===== src/rtl/video_mode_probe_if.sv =====
// rtl/video_mode_probe_if.sv - video timing inputs and measured mode outputs of the probe
interface video_mode_probe_if;
    logic        ce_pix;
    logic        hs;
    logic        vs;
    logic        de;
    logic [11:0] h_total;
    logic [11:0] h_active;
    logic [11:0] v_total;
    logic [11:0] v_active;
    logic        hs_pol;
    logic        vs_pol;
    logic        valid;
    logic        mode_change;

    modport master (
        output ce_pix, hs, vs, de,
        input  h_total, h_active, v_total, v_active, hs_pol, vs_pol, valid, mode_change
    );

    modport slave (
        input  ce_pix, hs, vs, de,
        output h_total, h_active, v_total, v_active, hs_pol, vs_pol, valid, mode_change
    );
endinterface


===== src/rtl/video_mode_probe.sv =====
// rtl/video_mode_probe.sv - measures video line/frame timing and reports a mode once stable
module video_mode_probe #(
    parameter int STABLE_FRAMES = 3,
    parameter int TIMEOUT_CLKS  = 2000000
) (
    input  logic                clk,
    input  logic                reset_n,
    video_mode_probe_if.slave   vif
);
    localparam int TW = $clog2(TIMEOUT_CLKS + 1);

    typedef enum logic [1:0] {SYNC_WAIT, ACQUIRE, LOCKED} state_t;

    function automatic logic [11:0] sat_inc(input logic [11:0] x);
        return (x == 12'hFFF) ? x : x + 12'd1;
    endfunction

    state_t      state_q, state_d;
    logic        hs_r_q, vs_r_q, hs_p_q, vs_p_q;
    logic        hs_r_d, vs_r_d, hs_p_d, vs_p_d;
    logic [11:0] hcnt_q, dcnt_q, line_tot_q, max_act_q, vcnt_q, vact_q;
    logic [11:0] hcnt_d, dcnt_d, line_tot_d, max_act_d, vcnt_d, vact_d;
    logic [49:0] ref_q, ref_d, out_q, out_d;
    logic        ref_ok_q, ref_ok_d;
    logic [3:0]  match_q, match_d;
    logic        valid_q, valid_d, mc_q, mc_d;
    logic [TW-1:0] tmo_q, tmo_d;

    logic        hs_edge, vs_edge, timeout_hit;
    logic [11:0] m_line_tot, m_max, m_vcnt, m_vact;
    logic [49:0] frame_m;

    // Edges are judged on syncs normalised by the current polarity estimate.
    assign hs_edge = vif.ce_pix & (vif.hs ^ ~hs_p_q) & ~(hs_r_q ^ ~hs_p_q);
    assign vs_edge = vif.ce_pix & (vif.vs ^ ~vs_p_q) & ~(vs_r_q ^ ~vs_p_q);

    // Frame tuple already includes a coincident HS update.
    assign m_line_tot = hs_edge ? sat_inc(hcnt_q) : line_tot_q;
    assign m_max      = (hs_edge && dcnt_q > max_act_q) ? dcnt_q : max_act_q;
    assign m_vcnt     = hs_edge ? sat_inc(vcnt_q) : vcnt_q;
    assign m_vact     = (hs_edge && dcnt_q != 12'd0) ? sat_inc(vact_q) : vact_q;
    assign frame_m    = {m_line_tot, m_max, m_vcnt, m_vact, hs_p_q, vs_p_q};

    assign timeout_hit = !vs_edge && (tmo_q == TW'(TIMEOUT_CLKS - 1));

    always_comb begin
        hs_r_d     = hs_r_q;
        vs_r_d     = vs_r_q;
        hs_p_d     = hs_p_q;
        vs_p_d     = vs_p_q;
        hcnt_d     = hcnt_q;
        dcnt_d     = dcnt_q;
        line_tot_d = m_line_tot;
        max_act_d  = vs_edge ? 12'd0 : m_max;
        vcnt_d     = vs_edge ? 12'd0 : m_vcnt;
        vact_d     = vs_edge ? 12'd0 : m_vact;
        if (vif.ce_pix) begin
            hs_r_d = vif.hs;
            vs_r_d = vif.vs;
            if (vif.de) begin
                hs_p_d = ~vif.hs;
                vs_p_d = ~vif.vs;
            end
            if (hs_edge) begin
                hcnt_d = 12'd0;
                dcnt_d = {11'd0, vif.de};
            end else begin
                hcnt_d = sat_inc(hcnt_q);
                if (vif.de) dcnt_d = sat_inc(dcnt_q);
            end
        end
    end

    always_comb begin
        state_d  = state_q;
        ref_d    = ref_q;
        ref_ok_d = ref_ok_q;
        match_d  = match_q;
        valid_d  = valid_q;
        mc_d     = 1'b0;
        out_d    = out_q;
        tmo_d    = (vs_edge || timeout_hit) ? '0 : tmo_q + TW'(1);
        if (timeout_hit) begin
            state_d = SYNC_WAIT;
            valid_d = 1'b0;
        end else if (vs_edge) begin
            case (state_q)
                SYNC_WAIT: begin
                    state_d  = ACQUIRE;
                    match_d  = 4'd0;
                    ref_ok_d = 1'b0;
                end
                ACQUIRE: begin
                    if (ref_ok_q && frame_m == ref_q) begin
                        match_d = match_q + 4'd1;
                    end else begin
                        ref_d    = frame_m;
                        ref_ok_d = 1'b1;
                        match_d  = 4'd1;
                    end
                    if (match_d == 4'(STABLE_FRAMES)) begin
                        out_d   = frame_m;
                        valid_d = 1'b1;
                        mc_d    = 1'b1;
                        state_d = LOCKED;
                    end
                end
                LOCKED: begin
                    if (frame_m != ref_q) begin
                        valid_d = 1'b0;
                        ref_d   = frame_m;
                        match_d = 4'd1;
                        state_d = ACQUIRE;
                    end
                end
                default: state_d = SYNC_WAIT;
            endcase
        end
    end

    always_ff @(posedge clk or negedge reset_n) begin
        if (!reset_n) begin
            state_q    <= SYNC_WAIT;
            hs_r_q     <= 1'b0;
            vs_r_q     <= 1'b0;
            hs_p_q     <= 1'b0;
            vs_p_q     <= 1'b0;
            hcnt_q     <= '0;
            dcnt_q     <= '0;
            line_tot_q <= '0;
            max_act_q  <= '0;
            vcnt_q     <= '0;
            vact_q     <= '0;
            ref_q      <= '0;
            ref_ok_q   <= 1'b0;
            match_q    <= '0;
            out_q      <= '0;
            valid_q    <= 1'b0;
            mc_q       <= 1'b0;
            tmo_q      <= '0;
        end else begin
            state_q    <= state_d;
            hs_r_q     <= hs_r_d;
            vs_r_q     <= vs_r_d;
            hs_p_q     <= hs_p_d;
            vs_p_q     <= vs_p_d;
            hcnt_q     <= hcnt_d;
            dcnt_q     <= dcnt_d;
            line_tot_q <= line_tot_d;
            max_act_q  <= max_act_d;
            vcnt_q     <= vcnt_d;
            vact_q     <= vact_d;
            ref_q      <= ref_d;
            ref_ok_q   <= ref_ok_d;
            match_q    <= match_d;
            out_q      <= out_d;
            valid_q    <= valid_d;
            mc_q       <= mc_d;
            tmo_q      <= tmo_d;
        end
    end

    assign vif.h_total     = out_q[49:38];
    assign vif.h_active    = out_q[37:26];
    assign vif.v_total     = out_q[25:14];
    assign vif.v_active    = out_q[13:2];
    assign vif.hs_pol      = out_q[1];
    assign vif.vs_pol      = out_q[0];
    assign vif.valid       = valid_q;
    assign vif.mode_change = mc_q;
endmodule


===== src/flat_wrapper.sv =====
// flat-port wrapper written by rule: the top's interface ports become plain ports
module video_mode_probe_flat 
#(
    parameter int STABLE_FRAMES = 3,
    parameter int TIMEOUT_CLKS  = 2000000
)
  (clk, reset_n, vif_ce_pix, vif_hs, vif_vs, vif_de, vif_h_total, vif_h_active, vif_v_total, vif_v_active, vif_hs_pol, vif_vs_pol, vif_valid, vif_mode_change);
  video_mode_probe_if vif_i ();
  input  logic clk;
  input  logic reset_n;
  input wire logic [$bits(vif_i.ce_pix)-1:0] vif_ce_pix;
  input wire logic [$bits(vif_i.hs)-1:0] vif_hs;
  input wire logic [$bits(vif_i.vs)-1:0] vif_vs;
  input wire logic [$bits(vif_i.de)-1:0] vif_de;
  output wire logic [$bits(vif_i.h_total)-1:0] vif_h_total;
  output wire logic [$bits(vif_i.h_active)-1:0] vif_h_active;
  output wire logic [$bits(vif_i.v_total)-1:0] vif_v_total;
  output wire logic [$bits(vif_i.v_active)-1:0] vif_v_active;
  output wire logic [$bits(vif_i.hs_pol)-1:0] vif_hs_pol;
  output wire logic [$bits(vif_i.vs_pol)-1:0] vif_vs_pol;
  output wire logic [$bits(vif_i.valid)-1:0] vif_valid;
  output wire logic [$bits(vif_i.mode_change)-1:0] vif_mode_change;
  assign vif_i.ce_pix = vif_ce_pix;
  assign vif_i.hs = vif_hs;
  assign vif_i.vs = vif_vs;
  assign vif_i.de = vif_de;
  assign vif_h_total = vif_i.h_total;
  assign vif_h_active = vif_i.h_active;
  assign vif_v_total = vif_i.v_total;
  assign vif_v_active = vif_i.v_active;
  assign vif_hs_pol = vif_i.hs_pol;
  assign vif_vs_pol = vif_i.vs_pol;
  assign vif_valid = vif_i.valid;
  assign vif_mode_change = vif_i.mode_change;
  video_mode_probe #(.STABLE_FRAMES(STABLE_FRAMES), .TIMEOUT_CLKS(TIMEOUT_CLKS)) u_core (.clk(clk), .reset_n(reset_n), .vif(vif_i));
endmodule

===== config.mk =====
export PLATFORM = sky130hd
export DESIGN_NAME = video_mode_probe_flat
export DESIGN_NICKNAME = d
export VERILOG_FILES = /design/src/rtl/video_mode_probe_if.sv /design/src/rtl/video_mode_probe.sv /design/src/flat_wrapper.sv
export SDC_FILE = /design/constraint.sdc
export NUM_CORES = 1
export LEC_CHECK = 0
export ABC_AREA = 1
export BUFFER_PORTS_ARGS = -buffer_cell sky130_fd_sc_hd__buf_2
export CAP_MARGIN = 10
export CORE_ASPECT_RATIO = 0.75
export CORE_MARGIN = 3
export CORE_UTILIZATION = 30
export CTS_CLUSTER_SIZE = 40
export DETAILED_ROUTE_END_ITERATION = 12
export PLACE_DENSITY_LB_ADDON = 0.25
export SLEW_MARGIN = 10
export SYNTH_ARGS = -nofsm -noshare
export SYNTH_HDL_FRONTEND = slang
export SYNTH_SLANG_ARGS = --single-unit

===== constraint.sdc =====
create_clock -name clk -period 3.38 [get_ports clk]
set_input_delay 0.338 -clock clk [delete_from_list [all_inputs] [get_ports clk]]
set_output_delay 0.338 -clock clk [all_outputs]
set_load 0.01 [all_outputs]

# Word-level counts from Yosys, hierarchy flattened
# Index checks and enable logic that the tools add are counted.
dict set report totals {
  word_cells 117
  in_bits 6
  register_bits 206
  out_inout_bits 52
}
dict set report op_classes {
  eq_ne 15
  reduce_logical 22
  n_lt_le_gt_ge 1
  n_addsub 6
  mux 40
  n_bitwise 15
}
# operator count
set op_table {}
lappend op_table {{$mux 12} 14}
lappend op_table {{$mux 50} 2}
lappend op_table {{$pmux 50 s2} 1}
lappend op_table {{$eq 50x50->1} 1}
lappend op_table {{$ne 50x50->1} 1}
lappend op_table {{$add 12x1->12 const B} 4}
lappend op_table {{$eq 12x12->1 const B} 4}
lappend op_table {{$add 21x1->21 const B} 1}
lappend op_table {{$eq 21x21->1 const B} 1}
lappend op_table {{$mux 21} 1}
lappend op_table {{$mux 4} 5}
lappend op_table {{$reduce_and 4->1} 4}
lappend op_table {{$gt 12x12->1} 1}
lappend op_table {{$pmux 4 s3} 1}
lappend op_table {{$reduce_bool 12->1} 1}
lappend op_table {{$mux 1} 9}
lappend op_table {{$mux 2} 4}
lappend op_table {{$reduce_bool 2->1} 4}
lappend op_table {{$not 1->1} 7}
lappend op_table {{$ne 3x1->1 const B} 2}
lappend op_table {{$pmux 2 s3} 1}
lappend op_table {{$reduce_and 3->1} 2}
lappend op_table {{$reduce_bool 3->1} 2}
lappend op_table {{$reduce_and 5->1} 1}
lappend op_table {{14 further kinds} 25}

# Depth between registers and ports, before layout
# Gate-level depths: netlist (run 1).
dict set report depth {
  word_depth 17
  ltp_mapped 26
  mapped_depth_nobuf 25
}

# Worst setup path after synthesis (run 1)
# Ideal clock, no wire load.
dict set report synth_timing {
  path_type {register -> register}
  from {register u_core.dcnt_q[11]}
  to {register u_core.out_q[40]}
  synth_period_minus_slack_ns 2.949
  path_slack_ns 0.431
  setup_time_ns 0.117
  arrival_time_ns 2.832
  stages_incl_launch_ff 23
  path_buffers 2
  required_time_ns 3.263
  cell_sequence {dfrtp_1 > ha_1 > nand2_1 > nor2_1 > nand2_1 > nor2_1 > nor2_8 > nand2_2 > buf_2 > nand2_1 > nand3_1 > nand2_1 > nor2_1 > nand2_1 > nor2_1 > nand3_1 > nor2_1 > nand4_1 > inv_2 > nand2_2 > buf_2 > nand2_1 > nand2_1}
}
dict set report synth_via {
  elab_chain_len 11
  word_cells_on_any_way 14
  cone_classes {1 x order compare; 2 x eq/ne; 6 x mux; 5 x reduce/logical}
}
# element line_no
set synth_rtl {}
lappend synth_rtl {{from (decl)} video_mode_probe.sv:21} ;# logic [11:0] hcnt_q, dcnt_q, line_tot_q, max_act_q, vcnt_q, vact_q;
lappend synth_rtl {{from (signal assigned)} video_mode_probe.sv:148} ;# dcnt_q <= dcnt_d;
lappend synth_rtl {{$gt 12x12->1 or $reduce_bool 12->1 (tied branches)} {video_mode_probe.sv:39, video_mode_probe.sv:41}}
lappend synth_rtl {{$logic_and 1x1->1 (on tied branches)} {video_mode_probe.sv:39, video_mode_probe.sv:41}}
lappend synth_rtl {{$mux 12 (on tied branches)} {video_mode_probe.sv:39, video_mode_probe.sv:41}}
lappend synth_rtl {{$eq 50x50->1 (*)} video_mode_probe.sv:94} ;# if (ref_ok_q && frame_m == ref_q) begin
lappend synth_rtl {{$logic_and 1x1->1 (*)} video_mode_probe.sv:94}
lappend synth_rtl {{$mux 4 (*)} video_mode_probe.sv:94}
lappend synth_rtl {{$mux 4 (*)} video_mode_probe.sv:87} ;# case (state_q)
lappend synth_rtl {{$mux 4 (*)} video_mode_probe.sv:86} ;# end else if (vs_edge) begin
lappend synth_rtl {{$mux 4 (*)} video_mode_probe.sv:83} ;# if (timeout_hit) begin
lappend synth_rtl {{$eq 4x2->1 (*)} video_mode_probe.sv:101} ;# if (match_d == 4'(STABLE_FRAMES)) begin
lappend synth_rtl {{$reduce_and 4->1 (no source line) (*)} n/a}
lappend synth_rtl {{to (signal assigned)} video_mode_probe.sv:156} ;# out_q <= out_d;
lappend synth_rtl {{to (decl)} video_mode_probe.sv:23} ;# logic [49:0] ref_q, ref_d, out_q, out_d;
# Every way passes the cells marked *; elsewhere a longest branch is shown, timed or not. The select of a mux whose other input is x is not followed.
# A chain may end at the register's enable or synchronous reset.

# Final worst setup path (run 1)
dict set report layout_timing {
  from {register u_core.hs_p_q}
  to {register u_core.out_q[19]}
}
dict set report layout_via {
  elab_chain_len 14
  word_cells_on_any_way 20
  cone_classes {2 x eq/ne; 8 x mux; 6 x bitwise; 4 x reduce/logical}
}
# element line_no
set layout_rtl {}
lappend layout_rtl {{from (decl)} video_mode_probe.sv:19} ;# logic hs_r_q, vs_r_q, hs_p_q, vs_p_q;
lappend layout_rtl {{from (signal assigned)} video_mode_probe.sv:145} ;# hs_p_q <= hs_p_d;
lappend layout_rtl {{$not 1->1} video_mode_probe.sv:34} ;# assign hs_edge = vif.ce_pix & (vif.hs ^ ~hs_p_q) & ~(hs_r_q ^ ~hs_p_q);
lappend layout_rtl {{$xor 1x1->1} video_mode_probe.sv:34}
lappend layout_rtl {{$and 1x1->1 or $not 1->1 (tied branches)} video_mode_probe.sv:34}
lappend layout_rtl {{$and 1x1->1} video_mode_probe.sv:34}
lappend layout_rtl {{$logic_and 1x1->1 (on tied branches)} {video_mode_probe.sv:41, video_mode_probe.sv:39}}
lappend layout_rtl {{$mux 12 (on tied branches)} {video_mode_probe.sv:41, video_mode_probe.sv:39}}
lappend layout_rtl {{$eq 50x50->1} video_mode_probe.sv:94}
lappend layout_rtl {{$logic_and 1x1->1} video_mode_probe.sv:94}
lappend layout_rtl {{$mux 4} video_mode_probe.sv:94}
lappend layout_rtl {{$mux 4} video_mode_probe.sv:87}
lappend layout_rtl {{$mux 4} video_mode_probe.sv:86}
lappend layout_rtl {{$mux 4} video_mode_probe.sv:83}
lappend layout_rtl {{$eq 4x2->1} video_mode_probe.sv:101}
lappend layout_rtl {{$reduce_and 4->1 (no source line)} n/a}
# Several ways; a longest one is shown, not always the timed one. The select of a mux whose other input is x is not followed.

==> results.txt, run 1 <==
The run finished with clean final reports. The number of nets in the finished design was 1717. The most numerous cell type found on the critical path is sky130_fd_sc_hd__nand2_1. The sequential fraction of the synthesis area was 45.5%; the number of register bits inferred by synthesis was 206. The tools report the initial antenna violation count as 0. In this run, the number of DRC markers left after iteration 0 of detailed routing was 890. The clock transition at the registers of the reported paths is 60 ps, and the peak ir drop on the vdd network is 418 uV.

The run gives 0 as the final-report hold violation count. The tools report the category of the worst setup path launch point as a flop. Most common cell after layout, fill and taps aside: sky130_fd_sc_hd__nand2_1. The number of global-route vias before repair was 9714. Of the cells placed in the final design, the portion with a size suffix greater than 1 is 14.4%. The floorplan step defined a die boundary enclosing 40200 sq um. In this run the mean area of a mapped cell was 7.23 sq um.

For the final global-route overflow total, the log shows 0. The final period demand of the worst path is 3210 ps, and the synthesis warning total is 0. The number of rows in the core area is 60. Entering global routing, the biggest net connects 89 pins. The number of placed instances with taps included came out at 2144. The netlist uses 37 different library cells. The arrival time of the worst setup path came out at 3620 ps. In this run the clock root is driven by a sky130_fd_sc_hd__clkbuf_16. The tools report the H-tree depth reported by CTS as 1.

The highest attainable clock frequency was 311 MHz. In the routed layout, each cell is associated on average with a via count of 4.64. The logs give 0 for the count of inserted antenna diode cells and 1568 for the number of standard cells after synthesis.

Port buffering added 57 buffers. The main flop type after synthesis is sky130_fd_sc_hd__dfrtp_1. Once placement finished, the instance area stood at 12700 sq um. For this block, the routed nets add up to 31500 um of wire. The max capacitance violation total was 0. The maximum cell stage delay along the critical path is 450 ps. For the worst-skew pair, the clock arrives at the later sink with an insertion delay of 530 ps. The run gives 10200 as the number of vias in the routed layout. Global placement routability congestion: 0.862. The worst setup path is captured at a flop.

The async set-or-reset flop fraction in the synthesized netlist was 100%; the final cell count without fillers was 2199. Measured along the y axis, the die boundary spans 174 um. The first-pass GRT wire length was 51600 um. Traced cell by cell, the critical path runs through inv_1 -> nand2_1 -> nand3_2 -> nor2_4 -> buf_12 -> buf_4 -> buf_4 -> or2_2 -> nand2_2 -> inv_1 -> nand2_1 -> nand2_1 -> nor2_1 -> nand2_2 -> nor2_2 -> nand3_2 -> nor2_4 -> nand4_1 -> inv_2 -> nand2_2 -> buf_12 -> nand2_1 -> nand2_1.

After synthesis the cells add up to 11300 sq um. Once the floorplan was initialized, standard cells occupied 31.0% of the core. In the layout the commonest cells are 529 x sky130_fd_sc_hd__nand2_1, 217 x sky130_fd_sc_hd__nand3_1, 203 x sky130_fd_sc_hd__dfrtp_1.

The post-route cell area is 13800 sq um. The share of the clock period used by the worst path was 95.0%. After detailed routing, the average wire length per cell comes to 14.3 um. The tools report the proportion of power drawn by flip-flops and latches as 36.0%. The maximum clock insertion buffer count is 3.

The share of total power in the clock network is 26.7%, and the setup-violating endpoint count in the final report is 0. The slew of the pin with the lowest slew margin is 727 ps, and the peak fanout along the critical path is 31. The number of pins exceeding their max-slew limit in the final report was 0. For the total routing usage reported by global routing, the log shows 15.5%. Counting the buffers created by CTS gives 23. The clock arrives with 22.8 ps of skew. The logs give 58 for the I/O pin total and 5.92 mW for the internal power.

The worst pin sits at a relative slew slack of 51.5%. Combinational logic is responsible for 37.3% of the overall power. The run gives 22200 um as the final HPWL from detailed placement.

Slowest cell on the critical path: sky130_fd_sc_hd__dfrtp_2. The number of enable-type register cells in the synthesized netlist came out at 0. The path class of the tightest hold or removal check is in -> reg.

The count of nets left with antenna violations once routing finished came out at 0. The width of the chip is 230 um, and the data required time of the critical path is 3780 ps. In this run switching power makes up 38.7% of total power. The detailed-route DRC error count was 0. TritonCTS built the clock tree.

For the count of TritonRoute iterations in the first routing pass, the log shows 5. The post-synthesis net count was 1597; the static leakage was 7.39 nW. The area added between synthesis and finish is 22.1%, and the power per standard cell area is 698 nW/um^2. CTS saw 206 sinks. The run gives 36600 sq um as the core region area. The type of the worst setup path was reg -> reg. Setup repair after global routing could not meet its margin everywhere. The net load switching power came out at 3.74 mW.
layer usage:
| layer | share of wire [%] | GRT usage, % | vias up |
|---|---|---|---|
| met5 | 0 | 0 | - |
| met4 | 1.4 | 2.49 | 0 |
| met3 | 4.2 | 2.33 | 29 |
| met2 | 41 | 22.7 | 188 |
| met1 | 53 | 24.3 | 4789 |
| li1 | - | - | 5200 |
repair_timing:
| action | 4_1_cts | 5_1_grt |
|---|---|---|
| gates cloned | 0 | 3 |
| hold endpoints to repair | 84 | 0 |
| buffers inserted | 2 | 9 |
| setup endpoints to repair | 104 | 109 |
| gates resized for setup | 7 | 47 |
| hold buffers | 1 | 0 |
| pin swaps | 1 | 7 |
per-stage QoR:
step	setup TNS, ps	util, %	worst slack, ps	power, mW	hold WS, ps
finish	0	37.8	168	9.66	53.9
CTS	0	37.0	22.8	9.54	41.7
detailed placement	-16530	34.8	-186	6.87	415
global route	-192	37.8	-16.1	10.4	73.5
global placement	-9430	34.8	-117	6.84	417
floorplan	0	-	431	5.74	42.4
state kept, by name, summed over array words and instances, names as in the netlist, 12 cells and up:
register,cells
u_core.vact_q,12
u_core.dcnt_q,12
u_core.vcnt_q,12
u_core.hcnt_q,12
u_core.max_act_q,12
u_core.line_tot_q,12
u_core.out_q,50
u_core.ref_q,50
u_core.tmo_q,21
power groups by stage:
stage          combinational, mW  clock (mW)  sequential [mW]
2_1_floorplan               2.35           0             3.40
6_report                    3.60        2.58             3.48
5_1_grt                     4.13        2.74             3.56
4_1_cts                     3.42        2.65             3.47
3_5_place_dp                3.37           0             3.50
3_3_place_gp                3.33           0             3.50
cell usage after synthesis (3+ instances only):
master / number / share of area (%)
sky130_fd_sc_hd__ha_1: 23 / 2.5
sky130_fd_sc_hd__o22ai_1: 5 / 0.28
sky130_fd_sc_hd__buf_1: 7 / 0.23
sky130_fd_sc_hd__or2_2: 12 / 0.66
sky130_fd_sc_hd__buf_6: 5 / 0.50
sky130_fd_sc_hd__dfrtp_1: 206 / 45
sky130_fd_sc_hd__xor2_1: 20 / 1.5
sky130_fd_sc_hd__o211ai_1: 4 / 0.26
sky130_fd_sc_hd__inv_2: 6 / 0.20
sky130_fd_sc_hd__buf_2: 21 / 0.93
sky130_fd_sc_hd__nand2_1: 538 / 18
sky130_fd_sc_hd__o21ai_1: 5 / 0.22
sky130_fd_sc_hd__xnor2_1: 7 / 0.54
sky130_fd_sc_hd__o21bai_1: 4 / 0.26
sky130_fd_sc_hd__a211oi_1: 3 / 0.20
sky130_fd_sc_hd__nand4_1: 21 / 1.2
sky130_fd_sc_hd__nor3_1: 22 / 0.97
sky130_fd_sc_hd__clkbuf_1: 17 / 0.56
sky130_fd_sc_hd__inv_1: 184 / 6.1
sky130_fd_sc_hd__nor4_1: 3 / 0.17
sky130_fd_sc_hd__nand3_1: 223 / 9.8
sky130_fd_sc_hd__nor2_1: 131 / 4.3
sky130_fd_sc_hd__a21oi_1: 36 / 1.6
sky130_fd_sc_hd__o21ai_0: 34 / 1.5
sky130_fd_sc_hd__nand2_2: 4 / 0.22
sky130_fd_sc_hd__nand3b_1: 13 / 0.86
area by class of cell:
cell class / count / area (sq um)
multi-input cells: 1120 / 5390
fillers: 3858 / 22700
repair buffers: 145 / 1170
flip-flops and latches: 206 / 5160
well taps: 496 / 621
inverters: 192 / 728
clock inverters: 7 / 91.3
clock buffers: 33 / 673
worst max-delay path: cells and delay by family, from the launching register on:
family | cells | cell delay [ps]
flip-flops | 1 | 450
AND/OR/NAND/NOR | 16 | 1680
buffers and inverters | 7 | 940
logic make-up (layout without fill, tap and decap cells):
family | after synthesis | count (layout) | share of synthesized area, %
simple gates | 973 | 974 | 36.6
buf+inv | 243 | 377 | 8.64
flops | 206 | 206 | 45.5
compound gates | 96 | 96 | 4.64
xor+xnor | 27 | 27 | 2.09
fa+ha+maj | 23 | 23 | 2.54
worst paths after layout:
path	start	endpoint	slack, ps	cells past startpoint
max	u_core.hs_p_q	u_core.out_q[19]	170	23
min	vif_hs	u_core.hs_p_q	50	2
max reg2reg	u_core.hs_p_q	u_core.out_q[19]	170	23
min reg2reg	u_core.tmo_q[0]	u_core.tmo_q[0]	460	1
max in group asynchronous	reset_n	u_core.out_q[44]	2120	3
min in group asynchronous	reset_n	u_core.ref_q[29]	420	2
Note: power is estimated with default switching activity, not from simulation.
==> run 2, diff against run 1 <==
CAP_MARGIN = 40   (was 10)
CTS_BUF_LIST = sky130_fd_sc_hd__clkbuf_2 sky130_fd_sc_hd__clkbuf_4 sky130_fd_sc_hd__clkbuf_8   (was not set)
==> run 2 against run 1 <==
Against the previous run: combinational power up 5%; routed wire length up 4.9%; core utilization up 0.78 points; final cell count up 1.6%; maximum frequency down 0.24%; count of clock-buffer cells in the layout up 22; highest routed layer unchanged.
==> results.txt, run 2 (synthesis results as in run 1) <==
The number of nets in the finished design was 1741 (was 1717); the final total negative setup slack was 0 ps (unchanged). The run gives 160 ps (was 170 ps) as the internal reg-to-reg setup slack. Average vias per placed instance: 4.67 (was 4.64).

The logs give 0 (unchanged) for the final antenna-violating net count and 0 (unchanged) for the max capacitance violation total. Endpoint with the worst hold slack: u_core.vs_p_q (was u_core.hs_p_q). The initial core utilization is 31.0% (unchanged). Kind of end point of the critical path: a flop (unchanged). The total power was 9.71 mW (was 9.66 mW). The width of the chip is 230 um (unchanged). The detailed-route DRC error count is 0 (unchanged), and the maximum cell stage delay along the critical path is 350 ps (was 450 ps).

The fraction of final layout cells with drive strength greater than 1 is 18.0% (was 14.4%). Static leakage: 7.52 nW (was 7.39 nW). The critical path launch point is u_core.max_act_q[9] (was u_core.hs_p_q). Category of the worst setup path launch point: a flop (unchanged). For the tightest slew margin relative to the limit, the log shows 51.5% (about the same).

H-tree depth reported by CTS: 2 (was 1). The flow ran to the end, and the final reports show no timing, DRC or antenna violations. The clock skew was 38.2 ps (was 22.8 ps).

The class of the worst hold path is in -> reg (unchanged). Number of rows in the core area: 60 (unchanged). The run gives 22200 um (unchanged) as the final HPWL from detailed placement. The routed length per placed instance was 14.8 um (was 14.3 um); the clock transition at the registers of the reported paths was 60 ps (about the same).

The global routing usage on met3 was 2.83% (was 2.33%); the height of the chip was 174 um (unchanged). Worst hold path stage count: 2 (unchanged). Number of pins exceeding their max-slew limit in the final report: 0 (unchanged). The peak fanout along the critical path works out to 9 (was 31). The quantity of I/O buffers inserted on ports works out to 57 (unchanged). The logs give 33100 um (was 31500 um) for the total detailed-routing wirelength and 0 (unchanged) for the count of inserted antenna diode cells. The run gives 3630 ps (was 3620 ps) as the arrival time of the worst setup path. The worst reg-to-reg path cell count came out at 23 (unchanged). For the die area, the log shows 40200 sq um (unchanged). Startpoint of the lowest-slack register-to-register path: u_core.max_act_q[9] (was u_core.hs_p_q).

The total number of clock tree sinks came out at 206 (unchanged). The end of the worst register-to-register path is u_core.out_q[17] (was u_core.out_q[19]). The logs give 36600 sq um (unchanged) for the core region area and 12700 sq um (unchanged) for the placement-stage cell area. Area taken by flip-flops and latches: 5160 sq um (unchanged).

The power per standard cell area came out at 687 nW/um^2 (was 698 nW/um^2). First-pass GRT wire length: 52000 um (was 51600 um). The most repeated library cell on the critical path was sky130_fd_sc_hd__nand2_1 (unchanged). The first-iteration detailed-routing DRC count came out at 943 (was 890). The initial antenna violation count came out at 0 (unchanged). The final global-route overflow total was 0 (unchanged); the number of fill cells was 3831 (was 3858). The worst hold slack across all endpoints is 48.1 ps (was 53.9 ps), and the area added between synthesis and finish is 24.6% (was 22.1%). The most common cell after layout, fill and taps aside was sky130_fd_sc_hd__nand2_1 (unchanged). Total routing usage reported by global routing: 15.7% (was 15.5%). The busiest metal layer after global routing was met1 (unchanged). Largest registers: u_core.out_q: 50 flops, u_core.ref_q: 50 flops, u_core.tmo_q: 21 flops (unchanged). For the number of global-route vias before repair, the log shows 9774 (was 9714).

The launch instance of the worst min-delay path is vif_vs (was vif_hs). The tools report the setup-violating endpoint count in the final report as 0 (unchanged). The number of vias in the routed layout was 10400 (was 10200).

The slew of the pin with the lowest slew margin is 728 ps (was 727 ps). The combined area of the multi-input logic cells is 5500 sq um (was 5390 sq um), and the final period demand of the worst path is 3220 ps (was 3210 ps). The slowest cell on the critical path was sky130_fd_sc_hd__dfrtp_1 (was sky130_fd_sc_hd__dfrtp_2).

The share of the clock period used by the worst path works out to 95.2% (was 95.0%). The global placement routability congestion was 0.862 (unchanged); the I/O pin total was 58 (unchanged). The maximum number of pins on one net before global-route repair was 89 (unchanged); the data required time of the critical path was 3790 ps (was 3780 ps).

The number of buffers added by the clock tree synthesis step was 36 (was 23); the count of TritonRoute iterations in the first routing pass was 5 (unchanged). The peak ir drop on the vdd network is 319 uV (was 418 uV). The run gives 24.4% (was 24.3%) as the fraction of met1 tracks used by global routing. Commonest non-fill, non-tap cells in the layout: 518 x sky130_fd_sc_hd__nand2_1, 214 x sky130_fd_sc_hd__nand3_1, 203 x sky130_fd_sc_hd__dfrtp_1 (was 529 x sky130_fd_sc_hd__nand2_1, 217 x sky130_fd_sc_hd__nand3_1, 203 x sky130_fd_sc_hd__dfrtp_1).

The tools report the post-route cell area as 14100 sq um (was 13800 sq um). The met2 usage is 22.5% (was 22.7%). The insertion delay to the later sink of the worst-skew pair was 560 ps (was 530 ps). The maximum clock insertion buffer count was 3 (unchanged). For the final-report hold violation count, the log shows 0 (unchanged). TritonCTS built the clock tree. The highest attainable clock frequency came out at 311 MHz (about the same). The type of the worst setup path is reg -> reg (unchanged). Library cell used as clock root buffer: sky130_fd_sc_hd__clkbuf_8 (was sky130_fd_sc_hd__clkbuf_16). Sequence of cells on the critical path: inv_1 -> ha_4 -> nand2_2 -> nor2_4 -> nand2_2 -> nor2_4 -> nor2_8 -> buf_4 -> nand3_2 -> nand2_2 -> nand2_1 -> nand2_1 -> nor2_2 -> nand2_1 -> nor2_2 -> nand3_2 -> nor2_4 -> nand4_1 -> inv_2 -> nand2_8 -> clkbuf_16 -> nand2_1 -> nand2_1 (was inv_1 -> nand2_1 -> nand3_2 -> nor2_4 -> buf_12 -> buf_4 -> buf_4 -> or2_2 -> nand2_2 -> inv_1 -> nand2_1 -> nand2_1 -> nor2_1 -> nand2_2 -> nor2_2 -> nand3_2 -> nor2_4 -> nand4_1 -> inv_2 -> nand2_2 -> buf_12 -> nand2_1 -> nand2_1).
## run 2: cell types whose count changed in the layout (fill, tap and decap cells not counted), sizes merged
cell / delta
dlygate4sd3: +1
clkbuf: +26
clkinv: +3
bufinv: -2
clkinvlp: +1
buf: +6
## run 2: stage by stage
step                setup slack (ps)  std cells  util, %
global route                   -49.7       2234     38.6
floorplan                        431       1568        -
CTS                             6.32       2213     37.1
global placement                -117       2144     34.8
detailed placement              -186       2144     34.8
finish                           161       2234     38.6
## run 2: report_power, final
part | leakage, nW | switching, mW | total, mW | internal (mW)
logic | 4.37 | 2.33 | 3.78 | 1.45
registers | 2.74 | 0.449 | 3.48 | 3.03
clock network | 0.408 | 1.09 | 2.45 | 1.36
## run 2: layout make-up
class / count / share of cell area [%]
Tap cell: 496 / 4.39
Multi-Input combinational cell: 1120 / 39.0
Clock inverter: 9 / 0.354
Sequential cell: 206 / 36.5
Timing Repair Buffer: 156 / 9.50
Clock buffer: 55 / 5.09
Inverter: 192 / 5.17
## run 2: worst max-delay path by stage
stage / to / depth (start not counted) / slack, ps
3_3_place_gp: u_core.ref_q[9] / 22 / -120
5_1_grt: u_core.out_q[34] / 24 / -50
4_1_cts: u_core.ref_q[17] / 24 / 6
3_5_place_dp: u_core.out_q[0] / 22 / -190
6_report: u_core.out_q[17] / 23 / 160
2_1_floorplan: u_core.out_q[40] / 22 / 430
## run 2: per-layer routing
layer	vias up	share of wire [%]
met2	224	41
met5	-	0
li1	5267	-
met4	0	1.4
met3	41	5.6
met1	4897	52
## run 2: critical path: cells and delay by family, from the launching register on
| kind | cells | cell delay, ps |
|---|---|---|
| adders and majority gates | 1 | 280 |
| buffers and inverters | 4 | 630 |
| DFF | 1 | 350 |
| and+or+nand+nor | 18 | 1830 |
## run 2: timing repair
| item | 4_1_cts | 5_1_grt |
|---|---|---|
| hold buffers | 2 | 0 |
| endpoints found under the hold margin | 85 | 0 |
| endpoints found under the setup margin | 104 | 109 |
| gates cloned | 0 | 10 |
| setup buffers | 3 | 11 |
| resized for setup | 7 | 83 |
| pin swaps | 1 | 20 |
